**config.mk**
```make
export PLATFORM = sky130hd
export DESIGN_NAME = uart_receiver
export DESIGN_NICKNAME = d
export VERILOG_FILES = /design/src/rtl/uart_receiver.sv
export SDC_FILE = /design/constraint.sdc
export NUM_CORES = 1
export LEC_CHECK = 0
export ABC_AREA = 0
export BUFFER_PORTS_ARGS = -buffer_cell sky130_fd_sc_hd__clkbuf_2
export CAP_MARGIN = 0
export CORE_UTILIZATION = 50
export CTS_BUF_LIST = sky130_fd_sc_hd__clkbuf_8
export DETAILED_ROUTE_END_ITERATION = 12
export PLACE_DENSITY = 0.76
export SYNTH_ARGS = -nofsm -noshare
export SYNTH_HDL_FRONTEND = slang
export SYNTH_SLANG_ARGS = --single-unit
```
**constraint.sdc**
```tcl
create_clock -name CLK -period 2.8 [get_ports CLK]
set_input_delay 0.56 -clock CLK [delete_from_list [all_inputs] [get_ports CLK]]
set_output_delay 0.56 -clock CLK [all_outputs]
set_load 0.05 [all_outputs]
```
**src/rtl/uart_receiver.sv**
```systemverilog
// uart_receiver: 8N1 asynchronous serial receiver with a valid/ack holding
// register and a sticky overrun flag.
//
// Parameter T is the bit period in CLK cycles; the start bit is qualified at
// its midpoint and every later bit is sampled one full period after the
// previous sample point, so data bits are taken near their centres.
//
// Optional feature, macro UART_RECEIVER_FERR_EN:
//   defined   - a stop bit sampled low pulses ferr for one cycle, drops the
//               byte and parks the FSM in BREAK until the line returns high.
//   undefined - ferr is tied low and the stop bit value is not checked; the
//               byte is always delivered, and a low line still parks in BREAK.
module uart_receiver #(
  parameter int unsigned T = 2585
) (
  input  logic       CLK,
  input  logic       RST_N,
  input  logic       RX,
  input  logic       ack,
  output logic [7:0] data,
  output logic       valid,
  output logic       overrun,
  output logic       ferr
);

  localparam int unsigned CNT_W = 14;
  localparam int unsigned IDX_W = 3;
  localparam int unsigned DAT_W = 8;

  localparam logic [CNT_W-1:0] BIT_LAST  = CNT_W'(T - 1);
  localparam logic [CNT_W-1:0] HALF_LAST = CNT_W'((T / 2) - 1);
  localparam logic [IDX_W-1:0] IDX_LAST  = IDX_W'(DAT_W - 1);

  typedef enum logic [2:0] {
    S_IDLE  = 3'd0,
    S_START = 3'd1,
    S_DATA  = 3'd2,
    S_STOP  = 3'd3,
    S_BREAK = 3'd4
  } state_t;

  state_t state;
  state_t state_nx;

  logic             rx_m;
  logic             rx_s;
  logic [CNT_W-1:0] cnt;
  logic [IDX_W-1:0] idx;
  logic [DAT_W-1:0] shreg;

  logic half_hit_c;
  logic bit_hit_c;
  logic cnt_clr_c;
  logic idx_clr_c;
  logic sample_c;
  logic done_c;
`ifdef UART_RECEIVER_FERR_EN
  logic ferr_c;
`endif

  // Two-flop synchronizer; idles high so reset does not look like a start bit
  always_ff @(posedge CLK or negedge RST_N) begin
    if (!RST_N) begin
      rx_m <= 1'b1;
      rx_s <= 1'b1;
    end else begin
      rx_m <= RX;
      rx_s <= rx_m;
    end
  end

  // Bit-time boundaries seen by the FSM
  assign half_hit_c = (cnt == HALF_LAST);
  assign bit_hit_c  = (cnt == BIT_LAST);

  // State register
  always_ff @(posedge CLK or negedge RST_N) begin
    if (!RST_N) begin
      state <= S_IDLE;
    end else begin
      state <= state_nx;
    end
  end

  // Next-state logic
  always_comb begin
    state_nx = state;
    case (state)
      S_IDLE: begin
        if (!rx_s) state_nx = S_START;
      end
      S_START: begin
        if (half_hit_c) state_nx = rx_s ? S_IDLE : S_DATA;
      end
      S_DATA: begin
        if (bit_hit_c && (idx == IDX_LAST)) state_nx = S_STOP;
      end
      S_STOP: begin
        // A low stop bit means the line is held low: wait it out in BREAK
        if (bit_hit_c) state_nx = rx_s ? S_IDLE : S_BREAK;
      end
      S_BREAK: begin
        if (rx_s) state_nx = S_IDLE;
      end
      default: state_nx = S_IDLE;
    endcase
  end

  // Per-state control strobes for the counter, shifter and holding register
  always_comb begin
    cnt_clr_c = 1'b0;
    idx_clr_c = 1'b0;
    sample_c  = 1'b0;
    done_c    = 1'b0;
`ifdef UART_RECEIVER_FERR_EN
    ferr_c    = 1'b0;
`endif
    case (state)
      S_IDLE: begin
        cnt_clr_c = 1'b1;
      end
      S_START: begin
        cnt_clr_c = half_hit_c;
        idx_clr_c = half_hit_c;
      end
      S_DATA: begin
        cnt_clr_c = bit_hit_c;
        sample_c  = bit_hit_c;
      end
      S_STOP: begin
        cnt_clr_c = bit_hit_c;
`ifdef UART_RECEIVER_FERR_EN
        done_c    = bit_hit_c & rx_s;
        ferr_c    = bit_hit_c & ~rx_s;
`else
        done_c    = bit_hit_c;
`endif
      end
      S_BREAK: begin
        cnt_clr_c = 1'b1;
      end
      default: begin
        cnt_clr_c = 1'b1;
      end
    endcase
  end

  // Bit-time counter: free-runs inside a frame, restarts at each boundary
  always_ff @(posedge CLK or negedge RST_N) begin
    if (!RST_N) begin
      cnt <= '0;
    end else if (cnt_clr_c) begin
      cnt <= '0;
    end else begin
      cnt <= cnt + CNT_W'(1);
    end
  end

  // Data bit index, restarted when the start bit is accepted
  always_ff @(posedge CLK or negedge RST_N) begin
    if (!RST_N) begin
      idx <= '0;
    end else if (idx_clr_c) begin
      idx <= '0;
    end else if (sample_c) begin
      idx <= idx + IDX_W'(1);
    end
  end

  // LSB-first shift register: new bit enters at the MSB
  always_ff @(posedge CLK or negedge RST_N) begin
    if (!RST_N) begin
      shreg <= '0;
    end else if (sample_c) begin
      shreg <= {rx_s, shreg[DAT_W-1:1]};
    end
  end

  // Holding register with valid/ack handshake and sticky overrun
  always_ff @(posedge CLK or negedge RST_N) begin
    if (!RST_N) begin
      data    <= '0;
      valid   <= 1'b0;
      overrun <= 1'b0;
    end else if (done_c) begin
      data  <= shreg;
      valid <= 1'b1;
      // An ack in the same cycle consumes the old byte, so no overrun
      if (valid) overrun <= ~ack;
    end else if (ack && valid) begin
      valid   <= 1'b0;
      overrun <= 1'b0;
    end
  end

`ifdef UART_RECEIVER_FERR_EN
  // Registered one-cycle framing error pulse
  always_ff @(posedge CLK or negedge RST_N) begin
    if (!RST_N) begin
      ferr <= 1'b0;
    end else begin
      ferr <= ferr_c;
    end
  end
`else
  // Framing errors are not reported in this build
  assign ferr = 1'b0;
`endif

endmodule
```
==> reports/metrics.yaml <==
clocking:
  post_cts_resized: 0
  cts-htree-levels: 2
  cts_sinks: 40
  postCtsSetupBuffers: 0
  cts_root_buf: "clkbuf_8"
  ctsHoldBuffers: 0
  cts_tree: "yes"
  clkTransAtPathRegs_ns: 0.07
  clk-insertion-delay-late_ns: 0.28
  cts_buffers: 5
  cts_buffer_depth: 2
routing:
  drt_wl_total_um: 3320
  post-route-drc-count: 0
  drt_iter0_markers: 59
  via_per_inst: 5.44
  dr.pass1.iters: 4
  wl_per_cell_um: 14.0
  ant_nets: 0
  via_count: 1290
place:
  dp_hpwl_um: 2280
  place.gp.congestion: 0.838
  io_buffer_count: 13
global_route:
  grt-ovfl-total: 0
  grt_pass1_wl_um: 5950
  grt_max_degree: 41
  antenna_found_initial: 0
  gr-usage-all-layers: 0.196
  first_global_vias: 1322
die:
  die_x_um: 63.1
  boundaryPins: 15
  fp.coreArea_um2: 3440
  dieArea_um2: 3980
  die_h_um: 63.1
  initial_utilization: 0.542
  rows: 21
critical_path:
  required_ns: 2.95
  r2r-end: "idx[1]$_DFFE_PN0P_"
  critPathKind: "reg2reg"
  cp.arrival_ns: 2.38
  critPathCaptureType: "flip-flop"
  reg2reg_depth: 4
  cp-start-kind: "flip-flop"
  crit_start: "state[2]$_DFFE_PN0P_"
  crit_fanout: 10
  reg2reg_from: "state[2]$_DFFE_PN0P_"
  r2r_slack_ns: 0.57
power_and_ir_drop:
  ir_drop_mv: 0.320
  finalPower_mw: 0.978
  power_density_nw_per_um2: 475
  power_leakage_nw: 1.05
sta:
  min_period_ns: 2.23
  relSlewSlack: 0.358
  slew_viol_final: 0
  fin_skew_ns: 0.00643
  hold_viol: 0
  worst_slew_pin_slew_ns: 0.963
  finalSetupTns_ns: 0
  setup_violations: 0
  period_share: 0.797
  rsz0062_at_grt: "false"
  max_freq_mhz: 448
yosys:
  syn_area_um2: 1860
  synth_top_cell_area_share: 0.510
  ys_types: 40
  ys_seq_area_frac: 0.538
  ys.flop_type: "dfrtp_1"
  post_synth.cell_area_avg_um2: 10.7
  syn_nets: 183
  syn-instance-count: 175
  ys_seq_elements: 40
  synth_warnings: 0
  synth_top_area_cell: "dfrtp_1"
  yosys-top-cells-area: "dfrtp_1, nand2_1, xor2_1, mux2_2, nor2_1"
  async_flop_share: 1.00
  synth_edf_count: 0
outcome:
  status: "completed"
cells_and_area:
  nets: 198
  drive_above_1_share: 0.225
  synthToLayoutAreaGrowth_pct: 10.4
  final_cell_mix: "dfrtp_1, nand2_1, nor2_1"
  diodes: 0
  layout_commonest_cell: "dfrtp_1"
worst_hold_path:
  holdPathEnd: "rx_m$_DFF_PN1_"
  min_from: "RX"
  hp-class: "in2reg"
  holdPathStages: 1
job:
  max-cap-violations: 0
-- stage by stage --
step / area (µm²) / hold slack [ns] / utilization / instances / setup WS, ns
after floorplan: 1860 / 0.264 / - / 175 / 0.781
after global placement: 1970 / 0.349 / 0.571 / 229 / 0.662
after detailed placement: 1970 / 0.349 / 0.571 / 229 / 0.577
after CTS: 2060 / 0.351 / 0.598 / 237 / 0.564
after global routing: 2060 / 0.353 / 0.598 / 237 / 0.468
final: 2060 / 0.358 / 0.598 / 237 / 0.570
-- kinds of logic after synthesis --
group,after synthesis,synth area share
xor+xnor,13,0.0611
buf+inv,13,0.0349
simple gates,82,0.230
fa+ha+maj,4,0.0268
compound gates,12,0.0483
other cells,1,0.00201
flops,40,0.538
mux,10,0.0591
-- routing by layer --
| metal | global-route usage | routed length [µm] | vias up |
|---|---|---|---|
| met4 | 0.0756 | 13 | 0 |
| met3 | 0.0525 | 105 | 2 |
| met2 | 0.328 | 1760 | 17 |
| met5 | 0 | 0 | - |
| li1 | - | - | 625 |
| met1 | 0.239 | 1440 | 646 |
-- worst max-delay path, stage by stage (launching register included) --
cell and delay, ns:
dfrtp_1 0.46, or4_1 0.64, or4_1 0.71, mux2i_1 0.23
nor2_1 0.07
-- power breakdown --
group          total [mW]  switching (mW)  internal [mW]
combinational      0.0162          0.0144        0.00185
sequential          0.581        0.000999          0.580
clock               0.380           0.184          0.196
total               0.978           0.200          0.778
-- how the worst max path moves through the flow --
stage	end	slack, ns	cells after the start
finish	idx[1]$_DFFE_PN0P_	0.57	4
global route	idx[1]$_DFFE_PN0P_	0.47	4
CTS	idx[1]$_DFFE_PN0P_	0.56	4
detailed placement	idx[1]$_DFFE_PN0P_	0.58	4
global placement	idx[1]$_DFFE_PN0P_	0.66	4
floorplan	data[1]$_DFFE_PN0P_	0.78	4
-- synth_stat cells, types with 2 or more instances --
cell,n
mux2i_1,2
buf_4,2
nor2_1,23
nand4_1,7
a21oi_1,4
dfstp_2,2
and3_1,3
ha_1,4
nor4_1,2
nand2_1,29
and4_2,2
or3_1,2
clkbuf_1,3
xor2_1,11
nand3_1,3
inv_1,6
or4_1,2
mux2_2,8
dfrtp_1,38
xnor2_1,2
-- flip-flops by register name, indices dropped and copies added, names as in the netlist --
name     cells
cnt         14
valid        1
shreg        8
overrun      1
data         8
idx          3
rx_m         1
rx_s         1
state        3
-- area by class of cell --
type / instances / area (µm²)
Sequential cell: 40 / 1000
Timing Repair Buffer: 15 / 80.1
Clock inverter: 2 / 10.0
Multi-Input combinational cell: 122 / 802
Tap cell: 46 / 57.6
Clock buffer: 6 / 82.6
Fill cell: 298 / 1380
Inverter: 6 / 22.5
(Power assumes the default switching activity.)
